<file path="src/rtl/dbus_rand_traffic_gen.sv">
// Random data-bus traffic generator with per-channel byte-granular shadow checking.
// Each channel walks an LFSR-driven write/read stream over its own private address window.
module dbus_rand_traffic_gen #(
    parameter int                 N_CPU     = 4,
    parameter int                 DBUS_AW   = 32,
    parameter int                 DBUS_DW   = 32,
    parameter int                 DBUS_ISEL = 4,
    parameter int                 N_SLOTS   = 8,
    parameter logic [DBUS_AW-1:0] BASE_ADDR = 32'h0000_1000,
    parameter int                 TXN_LIMIT = 1024,
    parameter int                 TIMEOUT   = 4096,
    parameter logic [31:0]        SEED      = 32'h0000_007B
) (
    input  logic                         clk,
    input  logic                         resetn,
    input  logic                         start,
    output logic [N_CPU-1:0]             req_m2dbiu,
    output logic [N_CPU*DBUS_AW-1:0]     adr_m2dbiu_flat,
    output logic [N_CPU*DBUS_DW-1:0]     dat_m2dbiu_flat,
    output logic [N_CPU-1:0]             we_m2dbiu,
    output logic [N_CPU*DBUS_ISEL-1:0]   sel_m2dbiu_flat,
    input  logic [N_CPU*DBUS_DW-1:0]     dat_dbiu2m_flat,
    input  logic [N_CPU-1:0]             ack_dbiu2m,
    output logic                         done,
    output logic [N_CPU-1:0]             err_mismatch,
    output logic [N_CPU-1:0]             err_timeout,
    output logic [N_CPU-1:0]             err_proto,
    output logic [31:0]                  cycle_cnt
);

    localparam int          SW        = $clog2(N_SLOTS);
    localparam int          REP       = DBUS_DW / 32;
    localparam int          BPW       = DBUS_DW / 8;
    localparam int          TW        = $clog2(TXN_LIMIT + 1);
    localparam int          OW        = $clog2(TIMEOUT + 1);
    localparam logic [31:0] LFSR_MASK = 32'h8020_0003;

    typedef enum logic [2:0] {
        S_IDLE, S_DRAW, S_GAP, S_REQ, S_CHECK, S_DONE, S_ERR
    } state_t;

    logic [N_CPU-1:0] term;
    logic             running_q;

    for (genvar i = 0; i < N_CPU; i++) begin : g_ch
        localparam logic [31:0] SEED_MIX = SEED ^ (32'(i) * 32'h9E37_79B9);
        localparam logic [31:0] SEED_I   = (SEED_MIX == 32'd0) ? 32'd1 : SEED_MIX;

        state_t               state_q, state_d;
        logic [31:0]          lfsr_q, lfsr_nxt;
        logic [1:0]           gap_q;
        logic                 we_q, acked_q;
        logic [SW-1:0]        slot_q;
        logic [DBUS_ISEL-1:0] sel_q, sel_draw;
        logic [DBUS_DW-1:0]   wdata_q, rdata_q, rdat;
        logic [DBUS_AW-1:0]   adr_q;
        logic [OW-1:0]        tmo_q;
        logic [TW-1:0]        txn_q;
        logic [DBUS_DW-1:0]   shadow_dat [N_SLOTS];
        logic [DBUS_ISEL-1:0] shadow_vld [N_SLOTS];
        logic                 ack, req, fin, tmo_hit, last_txn, miscmp;
        logic                 mism_q, tmo_err_q, proto_q;

        assign ack      = ack_dbiu2m[i];
        assign rdat     = dat_dbiu2m_flat[i*DBUS_DW +: DBUS_DW];
        assign lfsr_nxt = {1'b0, lfsr_q[31:1]} ^ (lfsr_q[0] ? LFSR_MASK : 32'd0);
        assign sel_draw = (!lfsr_nxt[2] || lfsr_nxt[8 +: DBUS_ISEL] == '0) ? '1
                                                                           : lfsr_nxt[8 +: DBUS_ISEL];
        assign tmo_hit  = (tmo_q == OW'(TIMEOUT - 1));
        assign last_txn = (txn_q == TW'(TXN_LIMIT - 1));

        // Only bytes this run has written are trusted; everything else is don't-care.
        always_comb begin
            miscmp = 1'b0;
            for (int b = 0; b < DBUS_ISEL; b++) begin
                if (!we_q && shadow_vld[slot_q][b] &&
                    rdata_q[8*b +: 8] != shadow_dat[slot_q][8*b +: 8]) begin
                    miscmp = 1'b1;
                end
            end
        end

        always_ff @(posedge clk or negedge resetn) begin
            if (!resetn) state_q <= S_IDLE;
            else         state_q <= state_d;
        end

        always_comb begin
            state_d = state_q;
            case (state_q)
                S_IDLE:  if (start) state_d = S_DRAW;
                S_DRAW:  state_d = (lfsr_nxt[1:0] == 2'd0) ? S_REQ : S_GAP;
                S_GAP:   if (gap_q == 2'd1) state_d = S_REQ;
                S_REQ: begin
                    if (acked_q)              state_d = S_CHECK;
                    else if (!ack && tmo_hit) state_d = S_ERR;
                end
                S_CHECK: begin
                    if (miscmp)        state_d = S_ERR;
                    else if (last_txn) state_d = S_DONE;
                    else               state_d = S_DRAW;
                end
                default: state_d = state_q;
            endcase
        end

        // req falls in the cycle after the ack edge, while the FSM is still in REQ.
        always_comb begin
            req = (state_q == S_REQ) && !acked_q;
            fin = (state_q == S_DONE) || (state_q == S_ERR);
        end

        always_ff @(posedge clk or negedge resetn) begin
            if (!resetn) begin
                lfsr_q  <= SEED_I;
                gap_q   <= '0;
                we_q    <= 1'b0;
                acked_q <= 1'b0;
                slot_q  <= '0;
                sel_q   <= '0;
                wdata_q <= '0;
                rdata_q <= '0;
                adr_q   <= '0;
                tmo_q   <= '0;
                txn_q   <= '0;
                for (int s = 0; s < N_SLOTS; s++) begin
                    shadow_dat[s] <= '0;
                    shadow_vld[s] <= '0;
                end
            end else begin
                case (state_q)
                    S_DRAW: begin
                        lfsr_q  <= lfsr_nxt;
                        gap_q   <= lfsr_nxt[1:0];
                        we_q    <= lfsr_nxt[2];
                        slot_q  <= lfsr_nxt[3 +: SW];
                        sel_q   <= sel_draw;
                        wdata_q <= {REP{lfsr_nxt}};
                        adr_q   <= BASE_ADDR +
                                   DBUS_AW'((i * N_SLOTS + int'(lfsr_nxt[3 +: SW])) * BPW);
                        acked_q <= 1'b0;
                        tmo_q   <= '0;
                    end
                    S_GAP: gap_q <= gap_q - 2'd1;
                    S_REQ: begin
                        if (!acked_q) begin
                            if (ack) begin
                                acked_q <= 1'b1;
                                if (we_q) begin
                                    for (int b = 0; b < DBUS_ISEL; b++) begin
                                        if (sel_q[b]) begin
                                            shadow_dat[slot_q][8*b +: 8] <= wdata_q[8*b +: 8];
                                            shadow_vld[slot_q][b]        <= 1'b1;
                                        end
                                    end
                                end else begin
                                    rdata_q <= rdat;
                                end
                            end else begin
                                tmo_q <= tmo_q + OW'(1);
                            end
                        end
                    end
                    S_CHECK: txn_q <= txn_q + TW'(1);
                    default: ;
                endcase
            end
        end

        always_ff @(posedge clk or negedge resetn) begin
            if (!resetn) begin
                mism_q    <= 1'b0;
                tmo_err_q <= 1'b0;
                proto_q   <= 1'b0;
            end else begin
                if (state_q == S_CHECK && miscmp)                     mism_q    <= 1'b1;
                if (state_q == S_REQ && !acked_q && !ack && tmo_hit) tmo_err_q <= 1'b1;
                if (ack && !req)                                      proto_q   <= 1'b1;
            end
        end

        assign req_m2dbiu[i]                          = req;
        assign we_m2dbiu[i]                           = we_q;
        assign adr_m2dbiu_flat[i*DBUS_AW +: DBUS_AW]  = adr_q;
        assign dat_m2dbiu_flat[i*DBUS_DW +: DBUS_DW]  = wdata_q;
        assign sel_m2dbiu_flat[i*DBUS_ISEL +: DBUS_ISEL] = sel_q;
        assign err_mismatch[i]                        = mism_q;
        assign err_timeout[i]                         = tmo_err_q;
        assign err_proto[i]                           = proto_q;
        assign term[i]                                = fin;
    end

    assign done = &term;

    // Counts every cycle after the start edge until done; frozen from then on.
    always_ff @(posedge clk or negedge resetn) begin
        if (!resetn) begin
            running_q <= 1'b0;
            cycle_cnt <= '0;
        end else if (!running_q) begin
            if (start) begin
                running_q <= 1'b1;
                cycle_cnt <= '0;
            end
        end else if (!done && cycle_cnt != 32'hFFFF_FFFF) begin
            cycle_cnt <= cycle_cnt + 32'd1;
        end
    end

endmodule

</file>
<file path="config.mk">
export PLATFORM = sky130hd
export DESIGN_NAME = dbus_rand_traffic_gen
export DESIGN_NICKNAME = d
export VERILOG_FILES = /design/src/rtl/dbus_rand_traffic_gen.sv
export SDC_FILE = /design/constraint.sdc
export NUM_CORES = 2
export LEC_CHECK = 0
export ABC_AREA = 1
export CORE_MARGIN = 4
export CORE_UTILIZATION = 52
export DETAILED_ROUTE_END_ITERATION = 8
export PLACE_DENSITY_LB_ADDON = 0.12
export REMOVE_ABC_BUFFERS = 1
export SETUP_SLACK_MARGIN = 0.2
export SLEW_MARGIN = 20
export SYNTH_ARGS = -nofsm -noshare
export SYNTH_HDL_FRONTEND = slang
export SYNTH_SLANG_ARGS = --single-unit
</file>
<file path="constraint.sdc">
create_clock -name clk -period 2 [get_ports clk]
set_clock_uncertainty 0.1 [all_clocks]
set_input_delay 0.4 -clock clk [delete_from_list [all_inputs] [get_ports clk]]
set_output_delay 0.4 -clock clk [all_outputs]
set_load 0.02 [all_outputs]
</file>
==> results.md <==
* Clk sink count at ~1.7k
* Port bufs at 351
* Final antenna-violating net count at 0
* Reg2Reg Depth at 19
* Total leakage power at between 40 and 50 nW
* Max-cap violations at 0
* Synth warn at 0
* DR WL/cell at between 15 and 20 um
* Vias in the first global route at ~64k
* Detailed Routing Iterations Pass 1 at 6
* FF+latch count, synth at 1650
* Reg2reg end: g_ch[1].state_q[1]$_DFFE_PN0P_
* DR vias/cell at 5.25
* HPWL after detailed placement at 145000 um
* Worst Hold End: g_ch[3].rdata_q[15]$_DFFE_PN0P_
* Power per cell area at 749 mW/mm^2
* Worst Max-Slew Pin Slew at ~0.67 ns
* Cts bufs inserted at 176
* Tot GR Track Use at 28.3%
* Hold Crit Class: primary input to flop
* Register area share after synthesis at approximately 55%
* Area grow syn2layout at 29.3%
* RSZ-0062 raised after global routing: yes
* Worst-path fanout max at 6
* Reg2reg start: g_ch[1].lfsr_q[3]$_DFFE_PN0P_
* Final period utilization at 134%
* TritonCTS clock tree: yes
* Largest net degree at the start of global routing at 85
* Die Ht at 389 um
* Flop2flop setup slack at -0.69 ns
* Critical Path Sink Type: flop
* DRC at 0
* Violated checks: negative setup slack
* Final hold violations at 0
* CTS Buffer Depth at 3
* Top_reg_cell synth: dfrtp_1
* Worst path required time at 2.55 ns
* Worst setup margin at -0.688 ns
* Mapped cell area at 0.0756 sq mm
* Total power at roughly 0.073 W
* Hold path cells at 3
* Critical path type: flop to flop
* CP Launch Type: flop
* Most frequent cells in the layout: nand2_1 (3849), dfrtp_1 (1555), o21ai_0 (1117)
* # rows at 139
* DR iter-0 viols at 5137
* Rel. slew slack at 54.9%
* Overflow after GRT at 0
* Commonest non-fill, non-tap cell in the layout: nand2_1
* Clock root buffer: clkbuf_16
* Post-synthesis cell count at 9430
* I/O pin total at 460
* Run status: complete, but fails checks
* Multi-input combinational cell area at 0.0298 sq mm
* Mean Syn Cell Area at 8.02 sq um
* Arrival @ worst endpoint at 3.24 ns
* Htree depth at 4
* Min-delay src: dat_dbiu2m_flat[111]
* Share of cells above drive strength 1 at 19.2%
* Peak supply drop at 892 uV
* Initial antenna violation count at 4
* CP Launch Point: g_ch[1].lfsr_q[3]$_DFFE_PN0P_
* Reg area at 0.0414 sq mm
* EDFF count, synth at 0
* Filler instances at 11.5k
* Final setup violation count at 788
* Slew Limit Fails at 0
* Net count reported at finish at 10.7k
* Async set-reset flop share out of synthesis at 100%
* Core area at between 0.1 and 0.15 sq mm
* Final TNS setup at -60.32 ns
* Clk slew on worst S/H paths at 0.06 ns
* DIE AREA at 0.152 sq mm
* Fmax at around 0.37 GHz
* Min Clock Period, post-route at ~2.7 ns
* First-pass GRT wire length at 347000 um
* Gpl congestion at between 0.8 and 0.9
* Vias post-DR at 65.9k
* Unique masters post-synth at 58
* WL final at approximately 220000 um
* Initial Util at 52.5%
* Worst-Skew Late Latency at 0.78 ns
* Chip Width at 389 um
## Yosys cell counts, types with 8 or more instances
library cell	n	area (sq um)
buf_6	10	113
nor3_1	69	345
o21ai_1	16	80.1
inv_1	733	2750
dfrtp_1	1593	39900
nand4_1	24	150
nand3b_1	43	323
a31oi_1	11	68.8
a22oi_1	8	60.1
nand2_1	3969	14900
buf_4	235	1760
or2_2	23	144
nor4_1	13	81.3
inv_2	15	56.3
xor2_1	40	350
nand3_1	152	761
nor2_2	13	81.3
buf_2	124	621
o21ai_0	1168	5850
ha_1	13	163
mux2_2	46	518
clkbuf_1	208	781
dfstp_2	57	1500
a21oi_1	170	851
buf_1	19	71.3
xnor2_1	16	140
nor2_1	448	1680
o221ai_1	10	87.6
o211ai_1	75	563
o22ai_1	19	119
## stage by stage
stage	cells	hold WS (ns)	setup slack (ns)	util, %	cell area (sq um)
6_report	12560	0.101	-0.688	67.9	97700
3_3_place_gp	12011	0.243	-0.622	60.6	87300
2_1_floorplan	8939	0.00441	-4.66	-	72600
5_1_grt	12558	0.0561	-0.806	67.9	97700
3_5_place_dp	12011	0.240	-0.645	60.6	87300
4_1_cts	12442	0.0445	-0.747	66.1	95100
## final cells by class
cell class | instances | area share, %
clock inverter | 70 | 0.763
tap | 1903 | 2.44
sequential | 1650 | 42.4
clock buffer | 251 | 5.16
inverter | 752 | 2.97
timing repair buffer | 1394 | 15.8
multi-input combinational | 6537 | 30.5
antenna | 3 | 0.00768
## state kept, by name, indices dropped and copies added (netlist names), 8 cells and up
| name | cells |
|---|---|
| g_ch.lfsr_q | 128 |
| g_ch.wdata_q | 53 |
| g_ch.shadow_vld | 128 |
| g_ch.sel_q | 16 |
| g_ch.tmo_q | 52 |
| g_ch.txn_q | 44 |
| g_ch.gap_q | 8 |
| cycle_cnt | 32 |
| g_ch.shadow_dat | 1024 |
| g_ch.rdata_q | 128 |
| g_ch.state_q | 12 |
## worst max path at each step
stage                                           to  slack (ns)
floorplan           g_ch[1].state_q[1]$_DFFE_PN0P_       -4.66
global placement    g_ch[2].state_q[2]$_DFFE_PN0P_       -0.62
detailed placement  g_ch[2].state_q[2]$_DFFE_PN0P_       -0.64
CTS                                           done       -0.75
global route        g_ch[1].state_q[1]$_DFFE_PN0P_       -0.81
finish              g_ch[1].state_q[1]$_DFFE_PN0P_       -0.69
## metal layers
layer  vias to the layer above  GRT usage (%)  routed length (um)
met2                      2042           46.7              105000
met5                         -              0                   0
li1                      31603              -                   -
met3                       383           3.81               13300
met1                     31904           39.3               95000
met4                         0           8.57                6460
## cells by family after synthesis
logic type	share of synthesized area [%]
compound gates	10.7
xor+xnor	0.649
fa+ha+maj	0.215
buf+inv	8.19
flops	54.7
mux	0.685
other cells	0.00496
simple gates	24.8
## where the power goes
part / switching, W / total (W) / leakage, nW / internal, W
Combinational: 0.00354 / 0.00607 / 25.7 / 0.00254
Clock: 0.0136 / 0.0328 / 2.86 / 0.0192
Sequential: 0.000428 / 0.0344 / 21.1 / 0.0340
Total: 0.0175 / 0.0732 / 49.7 / 0.0557
## timing repair
action	4_1_cts	5_1_grt
hold buffers	1	0
gates cloned	17	11
gates resized for setup	667	1078
endpoints found under the hold margin	1026	0
setup buffers	92	104
endpoints found under the setup margin	1562	1699
pin swaps	63	138
## worst max-delay path, cell delays in order, from the launching register on
cell and delay [ns]:
dfrtp_4 0.52, buf_12 0.14, buf_12 0.14, buf_12 0.13
buf_8 0.12, buf_4 0.12, nand2_1 0.06, o211ai_1 0.07
nand2_1 0.13, o21ai_1 0.09, nand2_1 0.05, nand2_1 0.05
nor2_1 0.11, nand2_1 0.13, nand2_1 0.12, nand2_2 0.08
o21ai_4 0.19, nand2_1 0.08, nand2_1 0.07, nand2_1 0.05
Power figures use the tool's default switching activity.
